## config.mk

```make
export PLATFORM = sky130hd
export DESIGN_NAME = exe_stage_mc
export DESIGN_NICKNAME = d
export VERILOG_FILES = /design/src/rtl/exe_pkg.sv /design/src/rtl/iter_muldiv.sv /design/src/rtl/exe_stage_mc.sv
export SDC_FILE = /design/constraint.sdc
export NUM_CORES = 1
export LEC_CHECK = 0
export CORE_MARGIN = 1.5
export CORE_UTILIZATION = 30
export DETAILED_ROUTE_END_ITERATION = 8
export GPL_ROUTABILITY_DRIVEN = 0
export GPL_TIMING_DRIVEN = 0
export PLACE_DENSITY = 0.45
export SLEW_MARGIN = 20
export SYNTH_ARGS = -nofsm -noshare
export SYNTH_HDL_FRONTEND = slang
export SYNTH_SLANG_ARGS = --single-unit
```

## constraint.sdc

```tcl
create_clock -name clk -period 6.8 [get_ports clk]
set_clock_uncertainty 0.05 [all_clocks]
set_input_delay 1.36 -clock clk [delete_from_list [all_inputs] [get_ports clk]]
set_output_delay 1.36 -clock clk [all_outputs]
set_load 0.05 [all_outputs]
```

## src/rtl/exe_pkg.sv

```systemverilog
// Execute-stage command and branch-type encodings shared by the EXE datapath.
package exe_pkg;

  localparam logic [3:0] EXE_ADD  = 4'b0000;
  localparam logic [3:0] EXE_SUB  = 4'b0010;
  localparam logic [3:0] EXE_AND  = 4'b0100;
  localparam logic [3:0] EXE_OR   = 4'b0101;
  localparam logic [3:0] EXE_NOR  = 4'b0110;
  localparam logic [3:0] EXE_XOR  = 4'b0111;
  localparam logic [3:0] EXE_SLL  = 4'b1000;
  localparam logic [3:0] EXE_SRA  = 4'b1001;
  localparam logic [3:0] EXE_SRL  = 4'b1010;
  localparam logic [3:0] EXE_MULU = 4'b1100;
  localparam logic [3:0] EXE_DIVU = 4'b1101;
  localparam logic [3:0] EXE_MFHI = 4'b1110;
  localparam logic [3:0] EXE_NOP  = 4'b1111;

  localparam logic [1:0] BR_NONE = 2'b00;
  localparam logic [1:0] BR_BEZ  = 2'b01;
  localparam logic [1:0] BR_BNE  = 2'b10;
  localparam logic [1:0] BR_JMP  = 2'b11;

  function automatic logic is_multicycle(input logic [3:0] cmd);
    return (cmd == EXE_MULU) || (cmd == EXE_DIVU);
  endfunction

endpackage

```

## src/rtl/iter_muldiv.sv

```systemverilog
// Radix-2 iterative unsigned multiplier / restoring divider, one bit per cycle.
module iter_muldiv
  import exe_pkg::*;
#(
  parameter int unsigned DATA_W = 32
) (
  input  logic                         clk,
  input  logic                         rst,
  input  logic                         start,
  input  logic                         is_div,
  input  logic                         flush,
  input  logic [DATA_W-1:0]            op_a,
  input  logic [DATA_W-1:0]            op_b,
  output logic [$clog2(DATA_W):0]      cnt,
  output logic                         done_c,
  output logic [DATA_W-1:0]            lo_c,
  output logic [DATA_W-1:0]            hi_c
);

  localparam int unsigned CNT_W = $clog2(DATA_W) + 1;

  logic              div_q;
  logic [DATA_W-1:0] op_b_q;
  logic [DATA_W-1:0] rem_q;
  logic [DATA_W-1:0] lo_q;
  logic [DATA_W-1:0] rem_n;
  logic [DATA_W-1:0] lo_n;
  logic [DATA_W:0]   sum;
  logic [DATA_W:0]   shifted;

  // One iteration: mul shifts {acc,lo} right after add; div shifts {rem,lo} left then trial-subtracts
  always_comb begin
    sum     = '0;
    shifted = '0;
    rem_n   = rem_q;
    lo_n    = lo_q;
    if (div_q) begin
      shifted = {rem_q, lo_q[DATA_W-1]};
      if (shifted >= {1'b0, op_b_q}) begin
        rem_n = DATA_W'(shifted - {1'b0, op_b_q});
        lo_n  = {lo_q[DATA_W-2:0], 1'b1};
      end else begin
        rem_n = DATA_W'(shifted);
        lo_n  = {lo_q[DATA_W-2:0], 1'b0};
      end
    end else begin
      sum   = {1'b0, rem_q} + (lo_q[0] ? {1'b0, op_b_q} : '0);
      rem_n = sum[DATA_W:1];
      lo_n  = {sum[0], lo_q[DATA_W-1:1]};
    end
  end

  assign done_c = (cnt == CNT_W'(1)) && !flush;
  assign lo_c   = lo_n;
  assign hi_c   = rem_n;

  always_ff @(posedge clk) begin
    if (rst) begin
      cnt    <= '0;
      div_q  <= 1'b0;
      op_b_q <= '0;
      rem_q  <= '0;
      lo_q   <= '0;
    end else if (start) begin
      cnt    <= CNT_W'(DATA_W);
      div_q  <= is_div;
      op_b_q <= op_b;
      rem_q  <= '0;
      lo_q   <= op_a;
    end else if (cnt != '0) begin
      if (flush) begin
        cnt <= '0;
      end else begin
        cnt   <= cnt - CNT_W'(1);
        rem_q <= rem_n;
        lo_q  <= lo_n;
      end
    end
  end

endmodule

```

## src/rtl/exe_stage_mc.sv

```systemverilog
// MIPS execute stage: single-cycle ALU and branch resolution plus an iterative MULU/DIVU with HI.
module exe_stage_mc
  import exe_pkg::*;
#(
  parameter int unsigned DATA_W = 32,
  parameter int unsigned ADDR_W = 32,
  parameter int unsigned OFFS_W = 16
) (
  input  logic                     clk,
  input  logic                     rst,
  input  logic                     in_valid,
  input  logic                     flush,
  input  logic [3:0]               exe_cmd,
  input  logic [DATA_W-1:0]        val1,
  input  logic [DATA_W-1:0]        val2,
  input  logic [DATA_W-1:0]        val_src2,
  input  logic [ADDR_W-1:0]        pc,
  input  logic [1:0]               br_type,
  output logic                     out_valid,
  output logic [DATA_W-1:0]        alu_result,
  output logic [ADDR_W-1:0]        br_addr,
  output logic                     br_taken,
  output logic                     stall,
  output logic [$clog2(DATA_W):0]  busy_cnt
);

  localparam int unsigned SH_W = $clog2(DATA_W);

  typedef enum logic {IDLE, ITER} state_t;

  state_t            state;
  logic [DATA_W-1:0] hi;
  logic [DATA_W-1:0] alu_c;
  logic              cond_c;
  logic [ADDR_W-1:0] br_addr_c;
  logic [ADDR_W-1:0] offs_ext;
  logic [SH_W-1:0]   shamt;
  logic              accept_c;
  logic              start_c;
  logic              done_c;
  logic [DATA_W-1:0] md_lo_c;
  logic [DATA_W-1:0] md_hi_c;

  assign accept_c = (state == IDLE) && in_valid && !flush;
  assign start_c  = accept_c && is_multicycle(exe_cmd);
  assign shamt    = val2[SH_W-1:0];
  assign stall    = (state == ITER);

  always_comb begin
    alu_c = '0;
    case (exe_cmd)
      EXE_ADD:  alu_c = val1 + val2;
      EXE_SUB:  alu_c = val1 - val2;
      EXE_AND:  alu_c = val1 & val2;
      EXE_OR:   alu_c = val1 | val2;
      EXE_NOR:  alu_c = ~(val1 | val2);
      EXE_XOR:  alu_c = val1 ^ val2;
      EXE_SLL:  alu_c = val1 << shamt;
      EXE_SRA:  alu_c = DATA_W'($signed(val1) >>> shamt);
      EXE_SRL:  alu_c = val1 >> shamt;
      EXE_MFHI: alu_c = hi;
      default:  alu_c = '0;
    endcase
  end

  always_comb begin
    cond_c = 1'b0;
    case (br_type)
      BR_BEZ:  cond_c = (val1 == '0);
      BR_BNE:  cond_c = (val1 != val_src2);
      BR_JMP:  cond_c = 1'b1;
      default: cond_c = 1'b0;
    endcase
  end

  assign offs_ext  = ADDR_W'($signed(val2[OFFS_W-1:0]));
  assign br_addr_c = pc + ADDR_W'(4) + (offs_ext << 2);

  iter_muldiv #(.DATA_W(DATA_W)) u_muldiv (
    .clk    (clk),
    .rst    (rst),
    .start  (start_c),
    .is_div (exe_cmd == EXE_DIVU),
    .flush  (flush),
    .op_a   (val1),
    .op_b   (val2),
    .cnt    (busy_cnt),
    .done_c (done_c),
    .lo_c   (md_lo_c),
    .hi_c   (md_hi_c)
  );

  // Flush beats completion in ITER, so an aborted op never writes HI or pulses out_valid
  always_ff @(posedge clk) begin
    if (rst) begin
      state      <= IDLE;
      out_valid  <= 1'b0;
      alu_result <= '0;
      br_addr    <= '0;
      br_taken   <= 1'b0;
      hi         <= '0;
    end else begin
      out_valid <= 1'b0;
      case (state)
        IDLE: begin
          if (accept_c) begin
            br_addr  <= br_addr_c;
            br_taken <= cond_c && !is_multicycle(exe_cmd);
            if (is_multicycle(exe_cmd)) begin
              state <= ITER;
            end else begin
              out_valid  <= 1'b1;
              alu_result <= alu_c;
            end
          end
        end
        ITER: begin
          if (flush) begin
            state <= IDLE;
          end else if (done_c) begin
            state      <= IDLE;
            out_valid  <= 1'b1;
            alu_result <= md_lo_c;
            hi         <= md_hi_c;
          end
        end
        default: state <= IDLE;
      endcase
    end
  end

endmodule

```

### Word level (Yosys, flattened, before mapping)

Cells that the tools add are included.

| storage, ports and cells | value |
|---|---|
| register bits after elaboration | 202 |
| input bits | 138 |
| output and inout bits | 73 |
| logic and storage cells | 96 |

| cells by class | value |
|---|---|
| add/subtract/negate cells | 7 |
| $lt $le $gt $ge | 1 |
| eq/ne operators | 21 |
| shift operators | 3 |
| muxes and demuxes | 28 |
| bitwise logic cells | 6 |
| reduce and logical (&&, ||, !) cells | 18 |

Operator list:

| cell | count |
|---|---|
| $mux 32 | 11 |
| $pmux 32 s10 | 1 |
| $add 32x32->32 | 2 |
| $pmux 32 s2 | 1 |
| $sub 32x32->32 | 2 |
| $add 32x32->33 | 1 |
| $ge 33x32->1 | 1 |
| $add 32x3->32 const B | 1 |
| $and 32x32->32 | 1 |
| $logic_not 32->1 | 1 |
| $ne 32x32->1 | 1 |
| $not 32->32 | 1 |
| $or 32x32->32 | 1 |
| $shl 32x5->32 | 1 |
| $shr 32x5->32 | 1 |
| $sshr 32x5->32 | 1 |
| $xor 32x32->32 | 1 |
| $eq 4x4->1 const B | 6 |
| $mux 6 | 3 |
| $eq 4x3->1 const B | 4 |
| $mux 1 | 9 |
| $eq 6x1->1 const B | 1 |
| $ne 2x2->1 const B | 3 |
| $reduce_and 2->1 | 3 |
| 17 further kinds | 26 |

### Depth between registers and ports, before layout

Gate-level depths: netlist of the first run.

| depth | value |
|---|---|
| depth after elaboration | 6 |
| mapped depth | 23 |
| gate-level depth less buffers | 18 |

### Cells and area by module

From an unflattened synthesis of the first run, not the netlist that was laid out.

| second synthesis, totals | value |
|---|---|
| cells, all modules | 3055 |
| area, all modules | 23401.2 um^2 |

Modules (own cells, without submodules):

| module | instances | cells an instance | area each (um^2) |
|---|---|---|---|
| exe_stage_mc | 1 | 1879 | 14338.8 |
| iter_muldiv | 1 | 1176 | 9062.4 |

### Least setup slack after synthesis of the first run

OpenSTA, ideal clock, no wires.

| path | value |
|---|---|
| path kind | input port to flip-flop |
| start | in val2[0] |
| end | reg alu_result[31] |
| library setup time | 0.124 ns |
| arrival | 5.228 ns |
| required time | 6.626 ns |
| path slack | 1.399 ns |
| cell stages on the path | 23 |
| path buffers | 5 |
| cell sequence | buf_6 -> buf_6 -> buf_4 -> buf_6 -> inv_1 -> ha_1 -> and3_1 -> and2_1 -> clkbuf_1 -> nand4_1 -> o41ai_1 -> xnor2_1 -> ha_1 -> a21o_1 -> nand2_1 -> nand2_1 -> a21o_1 -> a21o_1 -> a21oi_1 -> o31ai_4 -> a31oi_1 -> and3_2 -> o31ai_1 |

| on the way | value |
|---|---|
| cells in the longest elaborated chain, start to end | 5 |
| elaborated cells on any way between the ends | 9 |
| classes of those cells | add/sub: 2; shift: 3; mux: 4 |

Ends and longest elaborated chain:

| what | line | RTL |
|---|---|---|
| from (decl) | exe_stage_mc.sv:15 | `input logic [DATA_W-1:0] val2,` |
| $sub 32x32->32, or another cell as far along | exe_stage_mc.sv:53 | `EXE_SUB: alu_c = val1 - val2;` |
| $pmux 32 s10 (*) | exe_stage_mc.sv:51 | `case (exe_cmd)` |
| $mux 32 (*) | exe_stage_mc.sv:109 | `if (is_multicycle(exe_cmd)) begin` |
| $mux 32 (*) | exe_stage_mc.sv:106 | `if (accept_c) begin` |
| $pmux 32 s2 (*) | exe_stage_mc.sv:104 | `case (state)` |
| to (signal assigned) | exe_stage_mc.sv:113 | `alu_result <= alu_c;` |
| to (signal assigned) | exe_stage_mc.sv:123 | `alu_result <= md_lo_c;` |
| to (decl) | exe_stage_mc.sv:20 | `output logic [DATA_W-1:0] alu_result,` |

Mark *: on every way between the ends. The rest lies on a longest branch, timed or not. The select of a mux whose other input is x is not followed.
A chain may end at the register's enable or synchronous reset.

### Worst setup path in the final report of the first run

| path | value |
|---|---|
| start | in exe_cmd[0] |
| end | reg alu_result[21] |

| on the way | value |
|---|---|
| cells in the longest elaborated chain, start to end | 5 |
| elaborated cells on any way between the ends | 19 |
| classes of those cells | eq/ne: 12; mux: 4; reduce/logical: 3 |

Ends and longest elaborated chain:

| what | line | RTL |
|---|---|---|
| from (decl) | exe_stage_mc.sv:13 | `input logic [3:0] exe_cmd,` |
| $eq 4x4->1, or another cell as far along | exe_stage_mc.sv:51 |  |
| $pmux 32 s10 | exe_stage_mc.sv:51 |  |
| $mux 32 | exe_stage_mc.sv:109 |  |
| $mux 32 | exe_stage_mc.sv:106 |  |
| $pmux 32 s2 | exe_stage_mc.sv:104 |  |

Several ways; a longest one is shown, not always the timed one. The select of a mux whose other input is x is not followed.

==> reports/qor.csv, run 1 <==
stage,metric,value,unit
run_status,run status,finished with violations,
run_status,failing checks,DRC,
timing,final worst path period share,98.14,%
synth,syn_area_per_cell,7.704,µm²
cells_and_area,final core utilization,36.11,%
power_and_ir_drop,Psw,0.003614,W
global_route,Global Route Usage Sum,29.02,%
placed_design,Final HPWL DP,93170,µm
clocking,CTS buffer count,25,
timing,worst slew pin tran,1.229,ns
clocking,H-tree depth,1,
synth,post-synthesis cell area,22390,µm²
timing,Min Hold Slack,0.4056,ns
detailed_routing,Post-route DRC,4,
synth,synthesis-stage register bit count,202,
placed_design,IO Port Bufs,207,
synth,post-synthesis sequential area ratio,18.06,%
power_and_ir_drop,combinational fraction of design power,61.0,%
synth,Post-Syn Nets,3268,
timing,RSZ-0062 raised after global routing,no,
setup_path,WP buf/inv,5,
detailed_routing,Routed WL per cell,28.03,µm
synth,library cells used by synthesis,108,
clocking,TritonCTS clock tree,built,
setup_path,Worst setup EP type,register,
timing,Max-slew headroom,17.34,%
global_route,initial antenna violation count,5,
power_and_ir_drop,worst vdd ir,0.2123,mV
setup_path,Worst setup SP type,input pin,
detailed_routing,first-pass detailed-route iteration total,9,
setup_path,CP Cell Sequence,clkdlybuf4s50_1 > clkbuf_1 > nor3_1 > clkbuf_8 > nand2_1 > clkbuf_1 > nand2_1 > o21ai_1 > inv_1 > ha_1 > nor2b_4 > o2111a_1 > o31ai_4 > a21boi_2 > o311a_4 > a31oi_4 > xor2_1 > o221ai_1 > a221oi_1 > nor3_1,
cells_and_area,"Area growth, synth to finish",18.46,%
floorplan,core area,73450,µm²
power_and_ir_drop,Pint,0.003709,W
global_route,first-pass GRT wire length,165000,µm
timing,final count of hold timing violations,0,
power_and_ir_drop,Flop pwr share,20.1,%
clocking,CTS sink cnt,202,
detailed_routing,vias per inst,5.979,
detailed_routing,final WL,115500,µm
synth,synth warn,0,
synth,Post-Syn Instances,2906,
synth,cell taking the most area after synthesis,dfxtp_1,
power_and_ir_drop,power density over cell area,276.1,nW/µm²
setup_path,maximum fanout along the worst path,10,
power_and_ir_drop,P_leak,10.44,nW
power_and_ir_drop,Final Power,0.007323,W
timing,f_max,149.8,MHz
setup_path,CP Data Required Time,7.18,ns
detailed_routing,vias after detailed routing,24630,
clocking,worst skew pair latency,0.56,ns
setup_path,critical path's slowest cell,clkdlybuf4s50_1,
cells_and_area,Final #Nets,3502,
detailed_routing,Final ANT Viol Nets,0,
setup_path,CP arrival,7.06,ns
setup_path,critical path's largest stage delay,0.66,ns
floorplan,Die Span Y,276.2,µm
setup_path,Worst path top cell family by delay,compound AO/OA/AOI/OAI gates,
synth,number of synthesized flops with an enable pin,0,
floorplan,# IOs,211,
global_route,largest net degree at the start of global routing,21,
global_route,remaining global-route overflow,0,
clocking,Post-CTS Setup Repair Bufs,0,
power_and_ir_drop,Sw Ratio,49.35,%
floorplan,num rows,99,
global_route,vias in the first global route,23940,
synth,ranking of synthesized cells by area,"dfxtp_1 18%, ha_1 12%, mux4_2 6.5%",
timing,max-slew violations,0,
floorplan,die area,76280,µm²
power_and_ir_drop,Clk network pwr share,18.9,%
synth,Async SR Flop Fraction,0,%
detailed_routing,detailed router's first-iteration violation count,2947,
floorplan,DIE WIDTH,276.2,µm
setup_path,WS Path Type,in2reg,
floorplan,starting density of the core,30.48,%
clocking,Worst-path clk slew,0.06,ns
job,Max-Cap Viols,0,
clocking,root buffer cell,clkbuf_16,
timing,clock period minus worst slack,6.674,ns
synth,top cell type's share of synthesized area,18.06,%
cells_and_area,share of cells above drive strength 1,8.357,%
worst_hold_path,Worst Hold Class,reg2reg,
timing,# setup viols final,0,
clocking,CTS Buffer Depth,3,
synth,dominant synthesized flop cell,dfxtp_1,
==> path summary, 6_finish.rpt <==
| path | from | slack [ns] | end | cells after the start |
|---|---|---|---|---|
| worst max-delay path | exe_cmd[0] | 0.13 | alu_result[21]$_SDFFE_PP0P_ | 20 |
| worst min register to register | br_addr[23]$_SDFFE_PP0P_ | 0.41 | br_addr[23]$_SDFFE_PP0P_ | 2 |
| worst max register to register | stall$_SDFF_PP0_ | 2.37 | alu_result[16]$_SDFFE_PP0P_ | 10 |
| worst min-delay path | br_addr[23]$_SDFFE_PP0P_ | 0.41 | br_addr[23]$_SDFFE_PP0P_ | 2 |
==> per-stage QoR <==
| stage | std cells | cell area [µm²] | setup slack (ns) | TNS [ns] |
|---|---|---|---|---|
| 2_1_floorplan | 2906 | 22390 | 1.399 | 0 |
| 3_3_place_gp | 4072 | 25660 | -0.7031 | -4.831 |
| 3_5_place_dp | 4072 | 25670 | -0.6295 | -4.399 |
| 4_1_cts | 4118 | 26510 | 0.1695 | 0 |
| 5_1_grt | 4118 | 26520 | 0.01742 | 0 |
| 6_report | 4119 | 26520 | 0.1264 | 0 |
==> flip-flops by register name, summed over array words and instances (netlist names) <==
name / cells
u_muldiv.op_b_q: 32
u_muldiv.cnt: 6
br_taken: 1
u_muldiv.div_q: 1
u_muldiv.rem_q: 32
br_addr: 32
u_muldiv.lo_q: 32
hi: 32
out_valid: 1
stall: 1
alu_result: 32
==> power by group through the flow <==
stage / Clock [W] / Combinational, W / Sequential, W
floorplan: 0 / 0.00280 / 0.00159
global placement: 0 / 0.00439 / 0.00149
detailed placement: 0 / 0.00437 / 0.00149
CTS: 0.00140 / 0.00441 / 0.00146
global route: 0.00144 / 0.00475 / 0.00148
finish: 0.00138 / 0.00447 / 0.00147
==> cell type report <==
type / instances / area, µm²
fill: 7798 / 46930
inverter: 132 / 499.2
timing repair buffer: 207 / 2062
multi-input combinational: 2359 / 16930
sequential: 202 / 4044
clock buffer: 30 / 694.4
tap: 959 / 1200
clock inverter: 16 / 151.4
buffer: 213 / 937.1
antenna: 1 / 2.502
==> layer usage <==
layer / GRT usage, % / wire length [µm] / part of all wire (%)
met1: 36.64 / 46530 / 40
met2: 46.60 / 51050 / 44
met3: 5.374 / 10510 / 9.1
met4: 15.98 / 7344 / 6.4
met5: 0.1251 / 26 / 0.023
==> cell families after synthesis <==
kind of cell | after synthesis | synth area share, %
AO/OA/AOI/OAI | 845 | 24.97
XOR/XNOR | 162 | 6.337
adder cells (fa/ha/maj) | 224 | 12.65
buffers and inverters | 345 | 6.393
flip-flops | 202 | 18.06
multiplexers | 188 | 12.30
AND/OR/NAND/NOR | 940 | 19.29
==> cells in the final DEF (no fill, tap or decap), types with 25 or more instances in the layout <==
cell type / Yosys / layout
nand2_1: 357 / 357
a21oi_1: 259 / 259
nor2_1: 250 / 250
ha_1: 220 / 220
clkdlybuf4s50_1: 0 / 205
dfxtp_1: 202 / 202
o21ai_0: 178 / 177
clkbuf_1: 167 / 166
inv_1: 130 / 129
xnor2_1: 108 / 108
mux2i_1: 76 / 76
nand3_1: 67 / 67
mux4_2: 65 / 65
nor3_1: 62 / 61
a21o_1: 58 / 58
xor2_1: 54 / 54
mux2_2: 47 / 47
and2_1: 43 / 43
a211oi_1: 39 / 39
nand4_1: 28 / 28
a31oi_1: 26 / 26
o211ai_1: 26 / 26
clkbuf_16: 0 / 25
==> synthesized netlist by cell type (all sizes together), types with 63 or more instances <==
cell type / instances
nand3: 68
nor2: 255
xnor2: 108
mux4: 65
inv: 132
a21oi: 260
mux2i: 76
nand2: 357
dfxtp: 202
clkbuf: 174
o21ai: 191
nor3: 63
ha: 220
==> worst reg2reg max path, cell delays in order, from the launching register on <==
cell and delay [ns]:
dfxtp_1 0.33, clkbuf_1 0.41, inv_1 0.21, or3_1 0.38
clkbuf_1 0.33, o21ai_1 0.66, nand2_1 0.42, nor3_1 0.52
o311ai_0 0.40, a21oi_1 0.53, nor3_1 0.08
==> repair_timing <==
item / in CTS / in global routing
setup endpoints to repair: 1 / 4
endpoints found under the hold margin: 0 / 0
gates resized for setup: 2 / 6
pin swaps: 0 / 0
hold buffers: 0 / 0
No activity file was read; power rests on OpenSTA's default activity.
==> inputs of run 2 (changes only) <==
--- a/config.mk
+++ b/config.mk
@@ -11,6 +11,7 @@
 export GPL_ROUTABILITY_DRIVEN = 0
 export GPL_TIMING_DRIVEN = 0
 export PLACE_DENSITY = 0.45
+export REMOVE_ABC_BUFFERS = 1
 export SLEW_MARGIN = 20
 export SYNTH_ARGS = -nofsm -noshare
 export SYNTH_HDL_FRONTEND = slang
==> run 2 against run 1 <==
Against the previous run:
- the flow now finishes without violations
- worst setup slack better by 0.21 ns
- cell count down 4.3%
- worst hold slack about the same
- cell area down 0.33%
- non-clock buffer count down 178
- fmax up 3.2%
- sequential share of layout area up 0.073 points
- total power down 1.2%
- critical endpoint unchanged
==> reports/qor.csv, run 2 (synthesized netlist as in run 1, its figures left out) <==
stage,metric,value,unit
run_status,run status,completed,
setup_path,maximum fanout along the worst path,16,
setup_path,Worst setup EP type,register,
timing,clock period minus worst slack,6.469,ns
cells_and_area,final cell count without fillers,3942,
timing,final worst path period share,95.13,%
detailed_routing,vias per inst,5.827,
clocking,worst skew pair latency,0.58,ns
detailed_routing,Final ANT Viol Nets,0,
global_route,remaining global-route overflow,0,
timing,RSZ-0062 raised after global routing,no,
floorplan,die area,76280,µm²
detailed_routing,Routed WL per cell,24.13,µm
placed_design,Final HPWL DP,71260,µm
global_route,initial antenna violation count,4,
cells_and_area,"commonest non-fill, non-tap cell in the layout",nand2_1,
setup_path,CP arrival,6.87,ns
clocking,CTS sink cnt,202,
placed_design,Placement Setup Slack,-0.3910,ns
floorplan,starting density of the core,30.48,%
clocking,root buffer cell,clkbuf_16,
power_and_ir_drop,Final Power,0.007237,W
clocking,CTS buffer count,27,
timing,worst slew pin tran,1.084,ns
cells_and_area,"Area growth, synth to finish",18.07,%
detailed_routing,detailed router's first-iteration violation count,2333,
clocking,CTS Buffer Depth,3,
global_route,largest net degree at the start of global routing,108,
job,Max-Cap Viols,0,
floorplan,Die Span Y,276.2,µm
setup_path,WS Path Type,in2reg,
clocking,Worst-path clk slew,0.06,ns
clocking,TritonCTS clock tree,built,
detailed_routing,vias after detailed routing,22970,
cells_and_area,Final #Nets,3326,
detailed_routing,final WL,95110,µm
floorplan,DIE WIDTH,276.2,µm
cells_and_area,share of cells above drive strength 1,9.423,%
timing,# setup viols final,0,
setup_path,CP Data Required Time,7.20,ns
timing,final count of hold timing violations,0,
floorplan,# IOs,211,
detailed_routing,first-pass detailed-route iteration total,7,
global_route,Global Route Usage Sum,24.05,%
cells_and_area,FILL cells,7660,
global_route,first-pass GRT wire length,143000,µm
timing,Max-slew headroom,27.53,%
power_and_ir_drop,P_leak,10.46,nW
power_and_ir_drop,worst vdd ir,0.2163,mV
cells_and_area,"commonest non-fill, non-tap cells in the layout","354 x nand2_1, 257 x a21oi_1, 244 x nor2_1",
global_route,vias in the first global route,22550,
setup_path,Worst setup SP type,input pin,
cells_and_area,final core utilization,35.99,%
timing,max-slew violations,0,
clocking,hold buffers post-CTS,0,
timing,PnR worst setup slack,0.3315,ns
worst_hold_path,Worst Hold Class,reg2reg,
placed_design,Placed Cells,3894,
power_and_ir_drop,power density over cell area,273.8,nW/µm²
detailed_routing,Post-route DRC,0,
placed_design,IO Port Bufs,210,
floorplan,core area,73450,µm²
floorplan,num rows,99,
clocking,H-tree depth,1,
timing,f_max,154.6,MHz
## run 2: worst max-delay path, stage by stage
cell and delay [ns]:
clkdlybuf4s50_1 0.72, nor3_2 0.69, nand2_1 0.72, o21ai_0 0.55, inv_1 0.09, ha_1 0.28, nor2b_4 0.13, o2111a_1 0.29
o31ai_4 0.28, a21boi_2 0.15, o311a_4 0.42, a31oi_4 0.30, xor2_1 0.22, o221ai_1 0.17, a221oi_1 0.40, nor3_1 0.09
## run 2: what timing repair did
| action | 4_1_cts | 5_1_grt |
|---|---|---|
| endpoints found under the setup margin | 0 | 3 |
| buffers inserted | 0 | 0 |
| gates resized for setup | 0 | 1 |
## run 2: per-stage QoR
stage	area [µm²]	TNS, ns	hold slack (ns)
3_5_place_dp	25500	-1.998	0.3976
5_1_grt	26440	0	0.4335
6_report	26440	0	0.4061
4_1_cts	26430	0	0.4075
2_1_floorplan	21450	0	0.3754
3_3_place_gp	24760	-430.04	0.3978
## run 2: where the power goes
part / switching (W) / total, W / leakage (nW) / internal, W
combinational: 0.00257 / 0.00424 / 8.36 / 0.00167
sequential: 0.000152 / 0.00147 / 1.64 / 0.00132
clock: 0.000614 / 0.00153 / 0.452 / 0.000915
## run 2: worst paths after layout
path / slack [ns] / to / startpoint / depth (start not counted)
worst min-delay path: 0.41 / br_addr[17]$_SDFFE_PP0P_ / br_addr[17]$_SDFFE_PP0P_ / 2
worst max register to register: 2.46 / alu_result[0]$_SDFFE_PP0P_ / u_muldiv.op_b_q[3]$_SDFFE_PP0P_ / 12
worst max-delay path: 0.33 / alu_result[21]$_SDFFE_PP0P_ / exe_cmd[0] / 16
worst min register to register: 0.41 / br_addr[17]$_SDFFE_PP0P_ / br_addr[17]$_SDFFE_PP0P_ / 2
## run 2: layout make-up
class                      instances  area [µm²]  share of cell area, %
multi-input combinational       2359       17010                  64.34
sequential                       202        4050                  15.32
timing repair buffer             242        2748                  10.39
tap                              959        1200                  4.539
clock buffer                      32       724.4                  2.740
inverter                         132       498.0                  1.884
clock inverter                    15       205.2                 0.7762
antenna                            1       2.502               0.009466
## run 2: metal layers
layer	vias up	part of all wire (%)	GRT usage, %
met5	-	0.013	0
met4	2	2.9	6.247
met3	146	7.5	4.259
met2	925	45	38.68
met1	11200	45	33.00
li1	10700	-	-
